**config.mk**
```make
export PLATFORM = sky130hd
export DESIGN_NAME = rf_wb_scheduler_flat
export DESIGN_NICKNAME = d
export VERILOG_FILES = /design/src/rtl/rf_wb_scheduler_if.sv /design/src/rtl/rf_wb_scheduler.sv /design/src/flat_wrapper.sv
export SDC_FILE = /design/constraint.sdc
export NUM_CORES = 1
export LEC_CHECK = 0
export CAP_MARGIN = 40
export CORE_ASPECT_RATIO = 2
export CORE_MARGIN = 2
export CORE_UTILIZATION = 40
export DETAILED_ROUTE_END_ITERATION = 7
export HOLD_SLACK_MARGIN = 0.02
export PLACE_DENSITY = 0.79
export SYNTH_ARGS = -nofsm -noshare
export SYNTH_HDL_FRONTEND = slang
export SYNTH_SLANG_ARGS = --single-unit
```
**constraint.sdc**
```tcl
create_clock -name i_clk -period 2.6 [get_ports i_clk]
set_input_delay 0.52 -clock i_clk [delete_from_list [all_inputs] [get_ports i_clk]]
set_output_delay 0.52 -clock i_clk [all_outputs]
set_load 0.01 [all_outputs]
```
**src/rtl/rf_wb_scheduler_if.sv**
```systemverilog
// Write-back bus between the execution-unit requesters and the register file write port.
// The scheduler takes the slave side; the requesters and register file see the master side.
interface rf_wb_scheduler_if #(
    parameter int NUM_REQ = 3,
    parameter int XLEN    = 32
);
    logic [NUM_REQ-1:0]      i_req_valid;
    logic [NUM_REQ*5-1:0]    i_req_addr;
    logic [NUM_REQ*XLEN-1:0] i_req_data;
    logic [NUM_REQ-1:0]      o_req_ready;
    logic [4:0]              o_rd_addr;
    logic [XLEN-1:0]         o_rd_data;
    logic                    o_rd_wen;

    modport master (
        output i_req_valid, i_req_addr, i_req_data,
        input  o_req_ready, o_rd_addr, o_rd_data, o_rd_wen
    );

    modport slave (
        input  i_req_valid, i_req_addr, i_req_data,
        output o_req_ready, o_rd_addr, o_rd_data, o_rd_wen
    );
endinterface

```
**src/rtl/rf_wb_scheduler.sv**
```systemverilog
// Round-robin write-back scheduler for the register file write port, plus a per-register
// busy scoreboard that clears on the same edge the register file commits the write.
module rf_wb_scheduler #(
    parameter int NUM_REQ = 3,
    parameter int XLEN    = 32
) (
    input  logic                    i_clk,
    input  logic                    i_rst_n,
    rf_wb_scheduler_if.slave        wb,
    input  logic                    i_issue_valid,
    input  logic [4:0]              i_issue_rd,
    input  logic                    i_flush,
    input  logic [4:0]              i_rs1_addr,
    input  logic [4:0]              i_rs2_addr,
    output logic                    o_rs1_busy,
    output logic                    o_rs2_busy,
    output logic [31:0]             o_busy
);
    localparam int PTR_W = $clog2(NUM_REQ);

    logic [PTR_W-1:0]   r_ptr;
    logic [PTR_W-1:0]   w_gidx;
    logic [PTR_W-1:0]   w_cand;
    logic [PTR_W-1:0]   w_ptr_next;
    logic [NUM_REQ-1:0] w_grant;
    logic               w_fire;
    logic [4:0]         w_sel_addr;
    logic [XLEN-1:0]    w_sel_data;

    logic               r_rd_wen;
    logic [4:0]         r_rd_addr;
    logic [XLEN-1:0]    r_rd_data;
    logic [31:0]        r_busy;
    logic [31:0]        w_busy_next;

    // Scan from the pointer upward with wrap; grant is suppressed entirely while in reset.
    always_comb begin
        int idx;
        idx     = 0;
        w_cand  = '0;
        w_gidx  = '0;
        w_fire  = 1'b0;
        w_grant = '0;
        for (int i = 0; i < NUM_REQ; i++) begin
            idx = int'(r_ptr) + i;
            if (idx >= NUM_REQ) begin
                idx = idx - NUM_REQ;
            end
            w_cand = PTR_W'(idx);
            if (!w_fire && wb.i_req_valid[w_cand]) begin
                w_fire = 1'b1;
                w_gidx = w_cand;
            end
        end
        if (!i_rst_n) begin
            w_fire = 1'b0;
        end
        if (w_fire) begin
            w_grant[w_gidx] = 1'b1;
        end
    end

    always_comb begin
        w_sel_addr = '0;
        w_sel_data = '0;
        for (int k = 0; k < NUM_REQ; k++) begin
            if (w_gidx == PTR_W'(k)) begin
                w_sel_addr = wb.i_req_addr[k*5 +: 5];
                w_sel_data = wb.i_req_data[k*XLEN +: XLEN];
            end
        end
        w_ptr_next = (int'(w_gidx) == NUM_REQ - 1) ? '0 : w_gidx + 1'b1;
    end

    // An x0 transfer still consumes the grant and moves the pointer, but never raises wen.
    always_ff @(posedge i_clk or negedge i_rst_n) begin
        if (!i_rst_n) begin
            r_ptr     <= '0;
            r_rd_wen  <= 1'b0;
            r_rd_addr <= '0;
            r_rd_data <= '0;
        end else begin
            r_rd_wen <= w_fire && (w_sel_addr != 5'd0);
            if (w_fire) begin
                r_ptr     <= w_ptr_next;
                r_rd_addr <= w_sel_addr;
                r_rd_data <= w_sel_data;
            end
        end
    end

    // Flush beats a new issue, and a new issue beats the clear from a committing write.
    always_comb begin
        w_busy_next = r_busy;
        for (int r = 1; r < 32; r++) begin
            if (i_flush) begin
                w_busy_next[r] = 1'b0;
            end else if (i_issue_valid && (i_issue_rd == 5'(r))) begin
                w_busy_next[r] = 1'b1;
            end else if (r_rd_wen && (r_rd_addr == 5'(r))) begin
                w_busy_next[r] = 1'b0;
            end
        end
        w_busy_next[0] = 1'b0;
    end

    always_ff @(posedge i_clk or negedge i_rst_n) begin
        if (!i_rst_n) begin
            r_busy <= '0;
        end else begin
            r_busy <= w_busy_next;
        end
    end

    assign wb.o_req_ready = w_grant;
    assign wb.o_rd_wen    = r_rd_wen;
    assign wb.o_rd_addr   = r_rd_addr;
    assign wb.o_rd_data   = r_rd_data;
    assign o_busy         = r_busy;
    assign o_rs1_busy     = r_busy[i_rs1_addr];
    assign o_rs2_busy     = r_busy[i_rs2_addr];
endmodule

```
**src/flat_wrapper.sv**
```systemverilog
// flat-port wrapper written by rule: the top's interface ports become plain ports
module rf_wb_scheduler_flat 
#(
    parameter int NUM_REQ = 3,
    parameter int XLEN    = 32
)
  (i_clk, i_rst_n, i_issue_valid, i_issue_rd, i_flush, i_rs1_addr, i_rs2_addr, o_rs1_busy, o_rs2_busy, o_busy, wb_i_req_valid, wb_i_req_addr, wb_i_req_data, wb_o_req_ready, wb_o_rd_addr, wb_o_rd_data, wb_o_rd_wen);
  rf_wb_scheduler_if #(.NUM_REQ(NUM_REQ), .XLEN(XLEN)) wb_i ();
  input  logic i_clk;
  input  logic i_rst_n;
  input  logic i_issue_valid;
  input  logic [4:0] i_issue_rd;
  input  logic i_flush;
  input  logic [4:0] i_rs1_addr;
  input  logic [4:0] i_rs2_addr;
  output logic o_rs1_busy;
  output logic o_rs2_busy;
  output logic [31:0] o_busy;
  input wire logic [$bits(wb_i.i_req_valid)-1:0] wb_i_req_valid;
  input wire logic [$bits(wb_i.i_req_addr)-1:0] wb_i_req_addr;
  input wire logic [$bits(wb_i.i_req_data)-1:0] wb_i_req_data;
  output wire logic [$bits(wb_i.o_req_ready)-1:0] wb_o_req_ready;
  output wire logic [$bits(wb_i.o_rd_addr)-1:0] wb_o_rd_addr;
  output wire logic [$bits(wb_i.o_rd_data)-1:0] wb_o_rd_data;
  output wire logic [$bits(wb_i.o_rd_wen)-1:0] wb_o_rd_wen;
  assign wb_i.i_req_valid = wb_i_req_valid;
  assign wb_i.i_req_addr = wb_i_req_addr;
  assign wb_i.i_req_data = wb_i_req_data;
  assign wb_o_req_ready = wb_i.o_req_ready;
  assign wb_o_rd_addr = wb_i.o_rd_addr;
  assign wb_o_rd_data = wb_i.o_rd_data;
  assign wb_o_rd_wen = wb_i.o_rd_wen;
  rf_wb_scheduler #(.NUM_REQ(NUM_REQ), .XLEN(XLEN)) u_core (.i_clk(i_clk), .i_rst_n(i_rst_n), .wb(wb_i), .i_issue_valid(i_issue_valid), .i_issue_rd(i_issue_rd), .i_flush(i_flush), .i_rs1_addr(i_rs1_addr), .i_rs2_addr(i_rs2_addr), .o_rs1_busy(o_rs1_busy), .o_rs2_busy(o_rs2_busy), .o_busy(o_busy));
endmodule
```
## Word-level counts from Yosys, hierarchy flattened

Index checks and enable logic that the tools add are counted.

| operators by class | value |
|---|---|
| muxes and demuxes | 123 |
| multiply operators | 0 |
| shifts and indexed selects | 0 |
| $add $sub $neg | 6 |
| reductions and logical operators | 101 |
| divide/modulo/power cells | 0 |
| bitwise operators | 0 |
| order comparisons | 10 |
| equality and inequality tests | 65 |

Operator list:

| cell | number |
|---|---|
| 5-bit equality test (second input constant) | 32 |
| 1-bit 2-to-1 mux | 103 |
| 32-bit 2-to-1 mux | 3 |
| 3-bit nonzero test | 31 |
| 5-bit by 4-bit equality test with 1-bit output (second input constant) | 16 |
| 1-bit logical AND | 66 |
| 5-bit by 3-bit equality test with 1-bit output (second input constant) | 8 |
| 5-bit by 2-bit equality test with 1-bit output (second input constant) | 4 |
| 5-bit 2-to-1 mux | 3 |
| 2-bit 2-to-1 mux | 7 |
| 2-bit by 3-bit less-than comparator with 1-bit output (second input constant) | 4 |
| 5-bit by 6-bit less-than comparator with 1-bit output (second input constant) | 2 |
| 1-bit binary-select mux with 5-bit select | 2 |
| 5-bit by 1-bit equality test with 1-bit output (second input constant) | 2 |
| 1-bit binary-select mux with 2-bit select | 3 |
| 3-bit by 2-bit greater-or-equal comparator with 1-bit output (second input constant) | 2 |
| 5-bit nonzero test | 1 |
| 2-bit equality test (second input constant) | 2 |
| 2-bit by 1-bit subtractor with 2-bit output (second input constant) | 2 |
| 2-bit by 1-bit adder with 3-bit output (second input constant) | 1 |
| 2-bit by 2-bit adder with 3-bit output (second input constant) | 1 |
| 3-bit 2-to-1 mux | 1 |
| 2-bit by 1-bit adder with 2-bit output (second input constant) | 1 |
| 1-bit demux with 2-bit select | 1 |
| 6 further kinds | 7 |

| storage, ports and cells | value |
|---|---|
| memories kept | 0 |
| output and inout bits | 75 |
| RAM bits | 0 |
| memory bits (read-only) | 0 |
| logic and storage cells | 340 |
| register bits after elaboration | 71 |
| bits in latches | 0 |
| input port bits | 133 |

## Longest topological paths before layout

Gate-level depths: netlist (run 1).

| logic depth | value |
|---|---|
| word-level depth | 17 |
| mapped depth | 10 |
| mapped depth without buffers | 8 |

## Worst setup path after synthesis (run 1)

Ideal clock, no wire load.

| path | value |
|---|---|
| path type | input-to-output |
| start | input i_rs1_addr[1] |
| end | output o_rs1_busy |
| arrival | 2.013 ns |
| setup slack | 0.067 ns |
| path buffers | 1 |
| required time | 2.080 ns |
| stages on the path | 6 |
| cell sequence | clkbuf_1 mux2_2 nand2_1 o21ai_0 mux4_2 mux2_2 |

| on the way | value |
|---|---|
| word-level cells in the longest chain between the ends | 2 |

Ends and longest elaborated chain:

| element | RTL line | text |
|---|---|---|
| start: declaration | flat_wrapper.sv:14 | `input logic [4:0] i_rs1_addr;` |
| 1-bit binary-select mux with 5-bit select | rf_wb_scheduler.sv:120 | `assign o_rs1_busy = r_busy[i_rs1_addr];` |
| 1-bit 2-to-1 mux (implied by the code) | rf_wb_scheduler.sv:120 |  |
| end: declaration | flat_wrapper.sv:16 | `output logic o_rs1_busy;` |

Every way passes these cells. The select of a mux whose other input is x is not followed.

## Worst setup path after layout (run 1)

| path | value |
|---|---|
| start | register u_core.r_busy[31] (netlist: u_core.o_busy[31]) |
| end | output o_rs2_busy |

| on the way | value |
|---|---|
| word-level cells in the longest chain between the ends | 2 |

Ends and longest elaborated chain:

| element | RTL line | text |
|---|---|---|
| start: declaration | rf_wb_scheduler.sv:33 | `logic [31:0] r_busy;` |
| start signal: assignment | rf_wb_scheduler.sv:111 | `r_busy <= w_busy_next;` |
| 1-bit binary-select mux with 5-bit select | rf_wb_scheduler.sv:121 | `assign o_rs2_busy = r_busy[i_rs2_addr];` |
| 1-bit 2-to-1 mux (implied by the code) | rf_wb_scheduler.sv:121 |  |
| end: declaration | flat_wrapper.sv:17 | `output logic o_rs2_busy;` |

Every way passes these cells. The select of a mux whose other input is x is not followed.

==> impl_metrics.tcl, run 1 <==
set metrics [dict create \
    vias_per_cell 5.65 \
    cts-buffers-inserted 9 \
    grt_use_total 0.288 \
    n_antenna_cell 0 \
    worst_hold_path_type "in2async" \
    layout_setup_ws_ns -0.0893 \
    die_height_um 151 \
    detail_route.iter0.violations 458 \
    floorplan.initialDensity 0.412 \
    grt_remaining_overflow 0 \
    synth_warnings 0 \
    finalCritPeriodShare 1.03 \
    clk_transition_reported_paths_ns 0.06 \
    detail_route.drc_violations 0 \
    vdd_drop_max_mv 0.700 \
    cts.root.buffer_cell "sky130_fd_sc_hd__clkbuf_16" \
    crit_path_max_fanout 3 \
    routed-wl-met2_um 9680 \
    worstPathArrival_ns 2.17 \
    cts.sinks 71 \
    finalHoldWorstSlack_ns 0.243 \
    synth.area.top_cells "sky130_fd_sc_hd__dfrtp_1 (41%), sky130_fd_sc_hd__mux4_2 (9.3%), sky130_fd_sc_hd__mux2i_1 (8.5%)" \
    power.total_w 0.00737 \
    route.antenna.remaining_nets 0 \
    rsz0062_at_grt "true" \
    pwr_dens_nw_per_um2 967 \
    grt_pass1_wl_um 25500 \
    worstMarginPinSlew_ns 0.721 \
    post_synth.cell_area_avg_sq_um 9.76 \
    routed_wl_um 17100 \
    slew_headroom 0.516 \
    area.sequential_sq_um 1780 \
    total_leakage_power_nw 3.46 \
    cp.required_ns 2.08 \
    drv_cap 0 \
    failed_checks "negative setup slack" \
    most-common-layout-cells "sky130_fd_sc_hd__clkdlybuf4s50_1 (194), sky130_fd_sc_hd__dfrtp_1 (67), sky130_fd_sc_hd__buf_4 (58), sky130_fd_sc_hd__nand2_1 (49), sky130_fd_sc_hd__nor2_1 (42)" \
    grt_start_max_net_pins 64 \
    synth_cell_type_count 35 \
    num_io_pins 208 \
    place.gp.congestion 0.958 \
    met3_length_um 1360 \
    placementRows 53 \
    drv_slew 0 \
    max-clock-path-buffers 2 \
    final_net_count 839 \
    grt_antenna_before_repair 0 \
    syn_inst 445 \
    design.core.area_sq_um 10500 \
    die-area_sq_um 11800 \
    first_global_vias 5006 \
    period_needed_ns 2.69 \
    layout-drive-gt1-share 0.208 \
    cts_max_level 3 \
    timing.clock.skew_ns 0.00742 \
    synth_sequential_area_ratio 0.409 \
    cts_tree "built" \
    synth_largest_area_cell "sky130_fd_sc_hd__dfrtp_1" \
    route.vias.total 4771 \
    postLayoutCoreUtil 0.723 \
    clk_latency_ns 0.34 \
    highest-signal-layer "met4" \
    io_buffer_count 206 \
    ys_ff_latch 71 \
    drt-pass1-iter-count 5 \
    dp_worst_setup_slack_ns -0.852 \
    synth.top_cell.area_share 0.409 \
    crit_type "reg2out" \
    final_common_cell "sky130_fd_sc_hd__clkdlybuf4s50_1" \
    result_of_the_run "complete, but fails checks" \
    timing.final.hold_violations 0 \
    setup_total_negative_slack_ns -0.236 \
    half_perimeter_wire_length_of_the_detailed_placement_result_um 13100 \
    multi_input_comb_area_sq_um 2540 \
    number_of_filler_instances_in_the_final_layout 759 \
    critPathLaunchType "register" \
    detail_route.wirelength.met1_um 4930 \
    syn_to_final_growth_pct 75.6 \
    routed_length_per_instance_um 20.3 \
    width_of_the_die_um 77.7 \
    syn-cell-area_sq_um 4340 \
    setup-violations-final 4 \
    syn-num-nets 582 \
    fmax_mhz 372 \
    setup.worst_path.end_class "primary output" \
]
worst max-delay path: stages, from the launching register on:
cell                      delay (ns)
sky130_fd_sc_hd__dfrtp_2        0.45
sky130_fd_sc_hd__mux4_2         0.49
sky130_fd_sc_hd__mux4_2         0.49
sky130_fd_sc_hd__mux2_4         0.28
sky130_fd_sc_hd__buf_6          0.12
repair_timing:
| action | CTS | global route |
|---|---|---|
| hold endpoints to repair | 0 | 0 |
| gates cloned | 1 | 1 |
| pin swaps | 6 | 5 |
| hold buffers | 0 | 0 |
| endpoints found under the setup margin | 24 | 33 |
| gates resized for setup | 64 | 30 |
| buffers inserted | 6 | 4 |
kinds of logic after synthesis:
family                   after synthesis  synth area share
buffers and inverters                 36            0.0401
adder cells (fa/ha/maj)                4            0.0115
other                                  1          0.000864
multiplexers                          61             0.194
AND/OR/NAND/NOR                      122             0.120
AO/OA/AOI/OAI                        150             0.224
flip-flops                            71             0.409
path summary, 6_finish.rpt:
path | end | startpoint | slack, ns | depth (start not counted)
setup / recovery | o_rs2_busy | u_core.o_busy[31] | -0.09 | 4
hold / removal | u_core.wb.o_rd_data[7] | i_rst_n | 0.24 | 2
setup reg to reg | u_core.wb.o_rd_wen | u_core.r_ptr[0] | 0.05 | 11
hold reg to reg | u_core.wb.o_rd_data[24] | u_core.wb.o_rd_data[24] | 0.48 | 1
max in group asynchronous | u_core.o_busy[29] | i_rst_n | 1.78 | 3
min in group i_clk | u_core.wb.o_rd_data[24] | u_core.wb.o_rd_data[24] | 0.48 | 1
cell usage after synthesis:
| cell | count |
|---|---|
| sky130_fd_sc_hd__a211oi_1 | 32 |
| sky130_fd_sc_hd__a2bb2o_1 | 1 |
| sky130_fd_sc_hd__a21o_1 | 35 |
| sky130_fd_sc_hd__inv_1 | 5 |
| sky130_fd_sc_hd__nor3_1 | 2 |
| sky130_fd_sc_hd__o21ai_0 | 35 |
| sky130_fd_sc_hd__o21ai_2 | 1 |
| sky130_fd_sc_hd__nor2b_1 | 9 |
| sky130_fd_sc_hd__mux4_2 | 18 |
| sky130_fd_sc_hd__nand2b_1 | 5 |
| sky130_fd_sc_hd__and2_0 | 1 |
| sky130_fd_sc_hd__nand4_1 | 1 |
| sky130_fd_sc_hd__buf_4 | 3 |
| sky130_fd_sc_hd__o21ai_1 | 6 |
| sky130_fd_sc_hd__a31oi_1 | 1 |
| sky130_fd_sc_hd__a22oi_1 | 1 |
| sky130_fd_sc_hd__a21oi_1 | 31 |
| sky130_fd_sc_hd__buf_2 | 10 |
| sky130_fd_sc_hd__nor2_1 | 44 |
| sky130_fd_sc_hd__a41oi_4 | 1 |
| sky130_fd_sc_hd__or2_0 | 1 |
| sky130_fd_sc_hd__mux2i_1 | 37 |
| sky130_fd_sc_hd__dfrtp_1 | 71 |
| sky130_fd_sc_hd__ha_1 | 4 |
| sky130_fd_sc_hd__o22ai_1 | 2 |
| sky130_fd_sc_hd__nand3b_1 | 3 |
| sky130_fd_sc_hd__nand3_1 | 5 |
| sky130_fd_sc_hd__buf_6 | 2 |
| sky130_fd_sc_hd__nand2_1 | 51 |
| sky130_fd_sc_hd__o22a_1 | 2 |
| sky130_fd_sc_hd__a41oi_1 | 1 |
| sky130_fd_sc_hd__clkbuf_1 | 16 |
| sky130_fd_sc_hd__o221a_1 | 1 |
| sky130_fd_sc_hd__mux2_2 | 6 |
| sky130_fd_sc_hd__conb_1 | 1 |
report_power, final:
part           internal [W]  total [W]  switching, W
registers           0.00144    0.00170      0.000258
clock network       0.00109    0.00156      0.000470
logic               0.00212    0.00412       0.00199
total               0.00465    0.00737       0.00272
per-stage QoR:
stage                     instance area (sq um)  std cells
after floorplan                            4340        445
after global placement                     6890        815
after detailed placement                   6910        816
after CTS                                  7450        839
after global routing                       7620        844
final                                      7620        844
flip-flops by register name, indices dropped and copies added (netlist names):
register	flops
u_core.o_busy	31
u_core.r_ptr	2
u_core.wb.o_rd_wen	1
u_core.wb.o_rd_addr	5
u_core.wb.o_rd_data	32
area by class of cell:
cell class	instances	area share
Timing Repair Buffer	277	0.358
Multi-Input combinational cell	338	0.333
Sequential cell	71	0.234
Clock buffer	11	0.0331
Tap cell	137	0.0225
Clock inverter	5	0.0167
Inverter	5	0.00246
routing by layer:
| layer | GRT usage | vias up |
|---|---|---|
| li1 | - | 2136 |
| met1 | 0.248 | 2260 |
| met2 | 0.565 | 306 |
| met3 | 0.0739 | 69 |
| met4 | 0.185 | 0 |
| met5 | 0 | - |
No activity file was read; power rests on OpenSTA's default activity.
==> run 2, diff against run 1 <==
--- a/config.mk
+++ b/config.mk
@@ -10,6 +10,7 @@
 export CORE_MARGIN = 2
 export CORE_UTILIZATION = 40
 export DETAILED_ROUTE_END_ITERATION = 7
+export GPL_ROUTABILITY_DRIVEN = 0
 export HOLD_SLACK_MARGIN = 0.02
 export PLACE_DENSITY = 0.79
 export SYNTH_ARGS = -nofsm -noshare
==> impl_metrics.tcl, run 2 (synthesis results as in run 1) <==
set metrics [dict create \
    grt_pass1_wl_um 25300 \
    clk_latency_ns 0.33 \
    cts_tree "built" \
    design.core.area_sq_um 10500 \
    reg2reg_setup_slack_ns 0.04 \
    finalCritPeriodShare 1.03 \
    largest_register_ff_count 32 \
    timing.final.hold_violations 0 \
    period_needed_ns 2.67 \
    final_common_cell "sky130_fd_sc_hd__clkdlybuf4s50_1" \
    die-area_sq_um 11800 \
    critPathLaunchType "register" \
    detail_route.iter0.violations 385 \
    syn_to_final_growth_pct 72.3 \
    layout_setup_ws_ns -0.0693 \
    cts-hold-fix-buffers 0 \
    r2r-end "u_core.wb.o_rd_wen" \
    final_net_count 839 \
    power_frac_clock 0.185 \
    cp.required_ns 2.08 \
    routed_wl_um 16500 \
    p_sw_frac 0.377 \
    timing.rr.start "u_core.r_ptr[0]" \
    route.antenna.remaining_nets 0 \
    setup.worst_path.end_class "primary output" \
    p_sw_w 0.00261 \
    finish.cell_count_without_fillers 844 \
    grt_start_max_net_pins 60 \
    num_io_pins 208 \
    cts.sinks 71 \
    fmax_mhz 375 \
    io_buffer_count 206 \
    drv_slew 0 \
    crit_path_max_fanout 3 \
    floorplan.initialDensity 0.412 \
    most-common-layout-cells "sky130_fd_sc_hd__clkdlybuf4s50_1 (196), sky130_fd_sc_hd__dfrtp_1 (69), sky130_fd_sc_hd__buf_4 (61), sky130_fd_sc_hd__nand2_1 (50), sky130_fd_sc_hd__nor2_1 (42)" \
    crit_type "reg2out" \
    cts-buffers-inserted 9 \
    n_antenna_cell 0 \
    total_leakage_power_nw 3.39 \
    met3_length_um 1090 \
    length_in_cells_of_the_worst_reg_to_reg_path 10 \
    placementRows 53 \
    half_perimeter_wire_length_of_the_detailed_placement_result_um 12700 \
    cell_internal_pwr_w 0.00430 \
    dp_worst_setup_slack_ns -0.850 \
    cts.root.buffer_cell "sky130_fd_sc_hd__clkbuf_16" \
    worstMarginPinSlew_ns 0.675 \
    grt_remaining_overflow 0 \
    route.vias.total 4743 \
    timing.clock.skew_ns 0.00514 \
    max-clock-path-buffers 2 \
    detail_route.wirelength.met1_um 5020 \
    postLayoutCoreUtil 0.710 \
    grt_antenna_before_repair 0 \
    worst_hold_path_type "in2async" \
    width_of_the_die_um 77.7 \
    clk_transition_reported_paths_ns 0.06 \
    die_height_um 151 \
    detail_route.drc_violations 0 \
    failed_checks "negative setup slack" \
    seq_power_share 0.247 \
    first_global_vias 5088 \
    worstPathArrival_ns 2.15 \
    setup-violations-final 3 \
    highest-signal-layer "met4" \
    routed_length_per_instance_um 19.5 \
    rsz0062_at_grt "true" \
    cts_max_level 3 \
    drt-pass1-iter-count 4 \
    slew_headroom 0.547 \
    drv_cap 0 \
    pwr_dens_nw_per_um2 923 \
    result_of_the_run "complete, but fails checks" \
    dp_cells 815 \
    vdd_drop_max_mv 0.731 \
    routed-wl-met2_um 9200 \
    grt_use_total 0.283 \
    vias_per_cell 5.62 \
    combinational_group_share_of_total_power 0.568 \
    layout-drive-gt1-share 0.198 \
]
==> run 2: repair_timing <==
action	in CTS	in global routing
pin swaps	10	4
endpoints found under the setup margin	32	30
gates cloned	2	0
gates resized for setup	64	14
setup buffers	7	4
==> run 2: critical path, cell delays in order (launching register included) <==
cell and delay (ns):
sky130_fd_sc_hd__dfrtp_1 0.43, sky130_fd_sc_hd__mux4_2 0.49, sky130_fd_sc_hd__mux4_2 0.50, sky130_fd_sc_hd__mux2_4 0.28
sky130_fd_sc_hd__buf_6 0.12
==> run 2: metrics by stage <==
stage	hold WS, ns	cell area, sq um	TNS (ns)	power [W]
after floorplan	0.224	4340	0	0.00359
after detailed placement	0.465	6900	-9.82	0.00520
after global placement	0.460	6880	-7.59	0.00508
final	0.246	7480	-0.158	0.00691
after CTS	0.249	7420	-0.169	0.00675
after global routing	0.273	7480	-0.315	0.00728
==> run 2: worst max-delay path by stage <==
stage	slack (ns)	from	endpoint	depth (start not counted)
3_5_place_dp	-0.85	i_rs2_addr[0]	o_rs2_busy	6
2_1_floorplan	0.07	i_rs1_addr[1]	o_rs1_busy	6
3_3_place_gp	-0.78	i_rs2_addr[0]	o_rs2_busy	6
4_1_cts	-0.06	u_core.o_busy[28]	o_rs2_busy	4
5_1_grt	-0.12	u_core.r_ptr[0]	wb_o_req_ready[0]	8
6_report	-0.07	u_core.o_busy[31]	o_rs2_busy	4
==> run 2: power by group through the flow <==
| stage | Clock [W] | Combinational (W) | Sequential [W] |
|---|---|---|---|
| after floorplan | 0 | 0.00179 | 0.00180 |
| after global placement | 0 | 0.00340 | 0.00167 |
| after detailed placement | 0 | 0.00350 | 0.00170 |
| after global routing | 0.00134 | 0.00419 | 0.00175 |
| final | 0.00127 | 0.00392 | 0.00171 |
| after CTS | 0.00129 | 0.00376 | 0.00170 |
==> run 2: area by class of cell <==
type | instances | area [sq um]
multi-input combinational | 338 | 2500
clock inverter | 2 | 37.5
timing repair buffer | 277 | 2700
sequential | 71 | 1780
inverter | 5 | 18.8
tap | 137 | 171
clock buffer | 14 | 274
fill | 792 | 3060
==> run 2: layer usage <==
| metal | vias to the layer above | global-route usage |
|---|---|---|
| met4 | 0 | 0.200 |
| met2 | 258 | 0.536 |
| li1 | 2144 | - |
| met1 | 2263 | 0.255 |
| met5 | - | 0 |
| met3 | 78 | 0.0697 |
==> run 3, diff against run 2 <==
--- a/config.mk
+++ b/config.mk
@@ -13,6 +13,7 @@
 export GPL_ROUTABILITY_DRIVEN = 0
 export HOLD_SLACK_MARGIN = 0.02
 export PLACE_DENSITY = 0.79
+export SLEW_MARGIN = 0
 export SYNTH_ARGS = -nofsm -noshare
 export SYNTH_HDL_FRONTEND = slang
 export SYNTH_SLANG_ARGS = --single-unit
==> results of run 3 <==
The final DEF is identical to that of run 2; final timing and power are the same.
